==> src/rtl/com_fifo_buf.sv <==
// UART-side byte buffer: RX and TX FIFOs behind a data/status register pair.
// RX raises a level interrupt while non-empty; TX drains through a start/gap/hold FSM.
module com_fifo_buf #(
  parameter int DEPTH = 16
) (
  input  logic        clk,
  input  logic        rst,
  input  logic        rxdReady_i,
  input  logic [7:0]  rxdData_i,
  input  logic        txdBusy_i,
  output logic        txdStart_o,
  output logic [7:0]  txdData_o,
  input  logic        enable_i,
  input  logic        readEnable_i,
  input  logic        mode_i,
  input  logic [31:0] dataSave_i,
  output logic [31:0] dataLoad_o,
  output logic        int_o
);
  localparam int AW = $clog2(DEPTH);

  typedef enum logic [1:0] {S_IDLE, S_START, S_GAP, S_HOLD} state_t;

  // Reset asserts asynchronously and is released on the second clk edge after rst rises.
  logic [1:0] r_rst_sync;
  logic       w_rst_n;

  always_ff @(posedge clk or negedge rst) begin
    if (!rst) r_rst_sync <= 2'b00;
    else      r_rst_sync <= {r_rst_sync[0], 1'b1};
  end
  assign w_rst_n = r_rst_sync[1];

  logic          r_ready;
  logic [7:0]    r_rx_mem [DEPTH];
  logic [AW-1:0] r_rx_wptr, r_rx_rptr;
  logic [AW:0]   r_rx_count, w_rx_count_next;
  logic          r_overrun;
  logic [7:0]    r_tx_mem [DEPTH];
  logic [AW-1:0] r_tx_wptr, r_tx_rptr;
  logic [AW:0]   r_tx_count;
  state_t        r_state, w_state_next;
  logic          r_txd_start;
  logic [7:0]    r_txd_data;
  logic          r_int;

  logic w_data_rd, w_stat_rd, w_data_wr;
  logic w_rx_full, w_rx_empty, w_rx_push, w_rx_pop, w_overrun_evt;
  logic w_tx_full, w_tx_empty, w_tx_push, w_tx_pop;
  logic w_unused;

  assign w_unused = ^dataSave_i[31:8];

  assign w_data_rd = r_ready & enable_i & readEnable_i & ~mode_i;
  assign w_stat_rd = r_ready & enable_i & readEnable_i & mode_i;
  assign w_data_wr = r_ready & enable_i & ~readEnable_i & ~mode_i;

  assign w_rx_full     = r_rx_count[AW];
  assign w_rx_empty    = (r_rx_count == '0);
  assign w_rx_pop      = w_data_rd & ~w_rx_empty;
  // A pop in the same cycle frees a slot, so a full FIFO still accepts the push.
  assign w_rx_push     = rxdReady_i & (~w_rx_full | w_rx_pop);
  assign w_overrun_evt = rxdReady_i & w_rx_full & ~w_rx_pop;

  assign w_tx_full  = r_tx_count[AW];
  assign w_tx_empty = (r_tx_count == '0);
  assign w_tx_push  = w_data_wr & ~w_tx_full;
  assign w_tx_pop   = (r_state == S_START);

  always_comb begin
    w_rx_count_next = r_rx_count;
    if (w_rx_push && !w_rx_pop)      w_rx_count_next = r_rx_count + {{AW{1'b0}}, 1'b1};
    else if (w_rx_pop && !w_rx_push) w_rx_count_next = r_rx_count - {{AW{1'b0}}, 1'b1};
  end

  always_comb begin
    dataLoad_o = '0;
    if (w_data_rd && !w_rx_empty) dataLoad_o = {24'b0, r_rx_mem[r_rx_rptr]};
    else if (w_stat_rd)           dataLoad_o = {29'b0, r_overrun, ~w_rx_empty, ~w_tx_full};
  end

  always_ff @(posedge clk) begin
    if (w_rx_push) r_rx_mem[r_rx_wptr] <= rxdData_i;
    if (w_tx_push) r_tx_mem[r_tx_wptr] <= dataSave_i[7:0];
  end

  always_ff @(posedge clk or negedge w_rst_n) begin
    if (!w_rst_n) begin
      r_ready    <= 1'b0;
      r_rx_wptr  <= '0;
      r_rx_rptr  <= '0;
      r_rx_count <= '0;
      r_overrun  <= 1'b0;
      r_int      <= 1'b0;
    end else begin
      r_ready    <= 1'b1;
      r_rx_count <= w_rx_count_next;
      r_int      <= (w_rx_count_next != '0);
      if (w_rx_push) r_rx_wptr <= r_rx_wptr + {{(AW-1){1'b0}}, 1'b1};
      if (w_rx_pop)  r_rx_rptr <= r_rx_rptr + {{(AW-1){1'b0}}, 1'b1};
      if (w_overrun_evt)  r_overrun <= 1'b1;
      else if (w_stat_rd) r_overrun <= 1'b0;
    end
  end

  always_comb begin
    w_state_next = r_state;
    case (r_state)
      S_IDLE:  if (!w_tx_empty && !txdBusy_i) w_state_next = S_START;
      S_START: w_state_next = S_GAP;
      S_GAP:   w_state_next = S_HOLD;
      S_HOLD:  if (!txdBusy_i) w_state_next = S_IDLE;
      default: w_state_next = S_IDLE;
    endcase
  end

  always_ff @(posedge clk or negedge w_rst_n) begin
    if (!w_rst_n) begin
      r_state     <= S_IDLE;
      r_tx_wptr   <= '0;
      r_tx_rptr   <= '0;
      r_tx_count  <= '0;
      r_txd_start <= 1'b0;
      r_txd_data  <= 8'h00;
    end else begin
      r_state     <= w_state_next;
      r_txd_start <= (w_state_next == S_START);
      if (w_state_next == S_START) r_txd_data <= r_tx_mem[r_tx_rptr];
      if (w_tx_push) r_tx_wptr <= r_tx_wptr + {{(AW-1){1'b0}}, 1'b1};
      if (w_tx_pop)  r_tx_rptr <= r_tx_rptr + {{(AW-1){1'b0}}, 1'b1};
      if (w_tx_push && !w_tx_pop)      r_tx_count <= r_tx_count + {{AW{1'b0}}, 1'b1};
      else if (w_tx_pop && !w_tx_push) r_tx_count <= r_tx_count - {{AW{1'b0}}, 1'b1};
    end
  end

  assign txdStart_o = r_txd_start;
  assign txdData_o  = r_txd_data;
  assign int_o      = r_int;
endmodule

==> config.mk <==
export PLATFORM = sky130hd
export DESIGN_NAME = com_fifo_buf
export DESIGN_NICKNAME = d
export VERILOG_FILES = /design/src/rtl/com_fifo_buf.sv
export SDC_FILE = /design/constraint.sdc
export NUM_CORES = 1
export LEC_CHECK = 0
export CAP_MARGIN = 20
export CORE_MARGIN = 5
export CORE_UTILIZATION = 53
export CTS_BUF_LIST = sky130_fd_sc_hd__clkbuf_16
export DETAILED_ROUTE_END_ITERATION = 7
export DONT_BUFFER_PORTS = 1
export PLACE_DENSITY = 0.68
export SETUP_SLACK_MARGIN = 0.3
export SLEW_MARGIN = 20
export SYNTH_ARGS = -nofsm -noshare
export SYNTH_HDL_FRONTEND = slang
export SYNTH_SLANG_ARGS = --single-unit
==> constraint.sdc <==
create_clock -name clk -period 4.3 [get_ports clk]
set_input_delay 0.86 -clock clk [delete_from_list [all_inputs] [get_ports clk]]
set_output_delay 0.86 -clock clk [all_outputs]
set_load 0.05 [all_outputs]
**After elaboration in Yosys (flattened, before gate mapping)**

Memories as Yosys holds them, arrays and structs flattened. A register that Yosys moved wholly into a read port is not among the register bits.
Cells that the tools add are included.

- Bits in registers: 34
- Memory bits (writable): 256
- Bits of input ports: 47
- Output and inout bits: 42
- Word-level logic and storage cells: 79
- Memories kept: 2

- Add/subtract/negate cells: 8
- Eq/ne operators: 4
- Multiplexer cells: 15
- Bitwise operators: 18
- Reductions and logical operators: 20

Memory list:

| memory | depth | width | read ports | clocked after Yosys merged registers in | wr ports | RTL line | source |
|---|---|---|---|---|---|---|---|
| r_rx_mem | 16 | 8 | 1 | 0 | 1 | 35 | `logic [7:0] r_rx_mem [DEPTH];` |
| r_tx_mem | 16 | 8 | 1 | 1 | 1 | 39 | `logic [7:0] r_tx_mem [DEPTH];` |

Operators by type and width:

| kind | count |
|---|---|
| 5-bit two-way mux | 4 |
| 4-bit by 1-bit adder with 4-bit output, second input constant | 4 |
| 1-bit AND | 11 |
| 5-bit by 1-bit adder with 5-bit output, second input constant | 2 |
| 5-bit zero test | 2 |
| 5-bit by 1-bit subtractor with 5-bit output, second input constant | 2 |
| 1-bit zero test | 8 |
| 8-bit two-way mux | 1 |
| 2-bit one-hot mux with 4 select lines | 1 |
| 1-bit logical AND | 6 |
| 1-bit two-way mux | 6 |
| 1-bit NOT | 6 |
| 5-bit nonzero test | 1 |
| 2-bit by 1-bit equality test with 1-bit output, second input constant | 2 |
| 2-bit equality test, second input constant | 2 |
| 2-bit two-way mux | 2 |
| 2-bit nonzero test | 2 |
| 3-bit two-way mux | 1 |
| 2-bit zero test | 1 |
| 1-bit OR | 1 |

**Longest topological paths before layout**

- Word-level depth: 11
- Mapped depth: 10
- Mapped depth without buffers: 10

**Worst setup path before layout**

OpenSTA, ideal clock, no wires.

- Path kind: flip-flop to output port
- Start: register r_rx_rptr[0]
- End: output port dataLoad_o[1]
- Arrival time: 2.536 ns
- Data required time: 3.440 ns
- Slack: 0.904 ns
- Cell stages (with the launch flop): 9
- Buffers on the path: 3
- Path through: dfrtp_1 > buf_2 > buf_4 > buf_4 > mux4_2 > mux2i_1 > mux2i_1 > nor2_1 > nor3_1

- Longest elaborated chain between the ends: 2

RTL lines:

| item | RTL line | source |
|---|---|---|
| start: declaration | 36 | `logic [AW-1:0] r_rx_wptr, r_rx_rptr;` |
| start signal: assignment | 100 | `if (w_rx_pop) r_rx_rptr <= r_rx_rptr + {{(AW-1){1'b0}}, 1'b1};` |
| memory read 16 x 8 bit | - |  |
| 8-bit two-way mux | 78 | `if (w_data_rd && !w_rx_empty) dataLoad_o = {24'b0, r_rx_mem[r_rx_rptr]};` |
| end: declaration | 17 | `output logic [31:0] dataLoad_o,` |

Every way passes these cells.

**Final worst setup path**

- Start: register r_rx_rptr[0]
- End: output port dataLoad_o[4]

Same word-level chain as after synthesis.

==> results.toml <==
[run_status]
status = "completed"

[pwr]
cell_internal_pwr_w = 0.00578
total_power_w = 0.00814
power.density_mw_per_mm2 = 605
seq_power_share_pct = 47.8
clkPwrFrac_pct = 31.7
power_switching_w = 0.00236
peakVddDrop_uv = 429
power.leakage_nw = 4.54
switching_share_pct = 29.0
power_frac_comb_pct = 20.5

[drt]
final_antenna_net_count = 0
viasPerCell = 5.96
drtPass1Iterations = 5
vias = 5926
wl_mm = 22.9
drt_first_iter_violations = 497
avgRoutedWirePerCell_um = 23.0
drc = 0

[synthesis]
yosysUniqueCellTypes = 46
synth_seq_cells = 298
syn-instance-count = 661
synth-edff-count = 256
synth_top_flop_cell = "edfxtp_1"
ys_warn_count = 0
async_flop_share_pct = 14.1
ys_seq_area_share_pct = 71.9
syn-cell-area_mm2 = 0.0121
synth.avg_cell_area_um2 = 18.4

[clocking]
clkSlewWorstSetupHoldPaths_ns = 0.06
cts_tree = "done"
numCtsBuffers = 29
post-cts-setup-buffer-count = 0
cts.sinks = 298
clockBufferDepth = 3
clk_latency_ns = 0.55
htree_num_levels = 1
root_buffer = "clkbuf_16"

[placed_design]
hpwl_mm = 14.7
gp_congestion = 0.873
detailedPlace.worstSlack_ns = 0.947
io_buffers = 0

[floorplanning]
fp.dieArea_mm2 = 0.0260
start_util_pct = 53.8
die_h_um = 161
core_mm2 = 0.0226
row_count = 55
ioPinCount = 89
dieWidth_um = 161

[sta]
fin_tns_setup_ns = 0
fmax_mhz = 268
fin_crit_sh_pct = 86.7
fin_crit_ns = 3.73
final_hold_viol_count = 0
drv_slew = 0
clock_skew_ns = 0.0165
finalSetupViolations = 0
max_slew_margin_pct = 32.2
setup_slack_ns = 0.573
tightest_slew_ns = 1.01
grt_setup_unrepaired = "false"

[final_layout]
antenna_cells = 0
multi_input_area_mm2 = 0.00315
nets = 752
seq_area_mm2 = 0.00874
fillers = 1606
drive_gt1_share_pct = 22.4
area_growth_pct = 10.7

[setup_path]
path_cells = "buf_4 -> mux4_2 -> mux4_2 -> and2_1"
end_kind = "output pin"
max_stage_delay_ns = 0.67
startpoint_type = "register"
crit_slowest_cell = "dfrtp_4"
cp_common_cell = "mux4_2"
worst-path-buf-inv = 1
required_ns = 3.44
cp_max_fo = 18
crit_family = "multiplexers"
cp.arrival_ns = 2.87
worst-setup-path-type = "register to output pin"

[hold_path]
worst_hold_path_type = "register to register"

[run]
drv_cap = 0

[global_routing]
grt_pass1_wl_mm = 35.8
grt_overflow = 0
antenna_found_initial = 0
grt_max_degree = 41
grt_pass1_vias = 6107
grt_use_total_pct = 17.9
## synth_stat cells (2+ instances only)
master      n  area (µm²)
mux4_2     64        1440
nor3_1     20         100
nor2_1     40         150
inv_1      11        41.3
ha_1       17         213
nand2b_1    6        37.5
mux2i_1     7        70.1
o21ai_0    12        60.1
xor2_1      3        26.3
buf_4      27         203
a221o_1     2        20.0
xnor2_1    16         140
edfxtp_1  256        7690
nand4_1     5        31.3
mux2_2     18         203
and2_1      6        37.5
buf_2       6        30.0
nand2_1    31         116
conb_1      2        7.51
o22ai_1     6        37.5
a22oi_1     8        60.1
a21oi_1    11        55.1
buf_1       5        18.8
a21o_1      5        37.5
dfrtp_1    42        1050
clkbuf_1   13        48.8
nor2b_1     3        18.8
## area by class of cell
cell class	count	share of cell area (%)
Sequential cell	298	65.0
Multi-Input combinational cell	324	23.4
Timing Repair Buffer	23	1.30
Inverter	11	0.307
Clock inverter	24	1.91
Clock buffer	29	5.40
Tap cell	285	2.65
## per-stage QoR
step                      std cells  area [µm²]  utilization, %  hold WS [ns]
after detailed placement        940       12500            55.2         0.338
after global routing            994       13400            59.6         0.368
final                           994       13400            59.6         0.349
after floorplan                 685       12200               -         0.331
after CTS                       994       13400            59.6         0.352
after global placement          940       12500            55.2         0.337
## power groups by stage
stage	clock network, W	logic, W	registers [W]
finish	0.00258	0.00167	0.00389
CTS	0.00263	0.00168	0.00390
floorplan	0	0.00161	0.00362
global placement	0	0.00162	0.00394
detailed placement	0	0.00167	0.00396
global route	0.00278	0.00181	0.00395
## final timing paths
path                            slack, ns  cells after the start          start        endpoint
min in group asynchronous            0.39                      0  r_rst_sync[1]   r_rx_count[3]
worst max register to register       1.64                      4        r_ready  r_rx_mem[4][7]
worst max-delay path                 0.57                      4   r_rx_rptr[0]   dataLoad_o[4]
worst min register to register       0.35                      0  r_rst_sync[0]   r_rst_sync[1]
max in group asynchronous            3.27                      0  r_rst_sync[1]    r_rx_rptr[0]
worst min-delay path                 0.35                      0  r_rst_sync[0]   r_rst_sync[1]
## layer usage
| metal | global-route usage (%) | vias up | routed length (µm) |
|---|---|---|---|
| li1 | - | 2596 | - |
| met1 | 25.0 | 3087 | 9640 |
| met2 | 29.4 | 206 | 11200 |
| met3 | 3.65 | 37 | 1590 |
| met4 | 4.73 | 0 | 426 |
| met5 | 0 | - | 0 |
## layout by cell type, fill, tap and decap left out, types with 2 or more instances in the layout
cell	n
o21ai_0	12
edfxtp_1	256
conb_1	26
clkinv_1	3
nor2_1	40
mux2_2	18
nor3_2	2
ha_1	17
o22ai_1	6
nand2b_1	6
mux4_2	64
buf_4	22
inv_6	2
xnor2_1	16
dfrtp_1	39
inv_1	14
nand2_1	31
mux2i_1	7
bufinv_16	5
clkbuf_16	29
clkinvlp_4	3
xor2_1	3
and2_1	6
a22oi_1	8
a221o_1	2
a21oi_1	11
dfrtp_2	2
a21o_1	5
nand4_1	5
nor2b_1	3
clkinv_2	5
nor3_1	19
clkinvlp_2	2
## cells by family (layout without fill, tap and decap cells)
group                    Yosys count  in the layout  synth area share [%]
AND/OR/NAND/NOR                  120            120                  4.89
multiplexers                      89             89                  14.1
other                              2             26                0.0618
AO/OA/AOI/OAI                     52             52                  2.79
XOR/XNOR                          19             19                  1.37
adder cells (fa/ha/maj)           18             18                  1.92
buffers and inverters             63             87                  2.91
flip-flops                       298            298                  71.9
## registers in the layout, summed over array words and instances, names as in the netlist, 4 cells and up
signal      flops
r_rx_count      5
r_rx_mem      128
r_rx_rptr       4
r_rx_wptr       4
r_tx_count      5
r_tx_mem      128
r_tx_rptr       4
r_tx_wptr       4
txdData_o       8
## timing repair
item / 4_1_cts / 5_1_grt
gates resized for setup: 0 / 1
endpoints found under the hold margin: 2 / 0
setup endpoints to repair: 0 / 4
hold buffers: 1 / 0
Note: power is estimated with default switching activity, not from simulation.
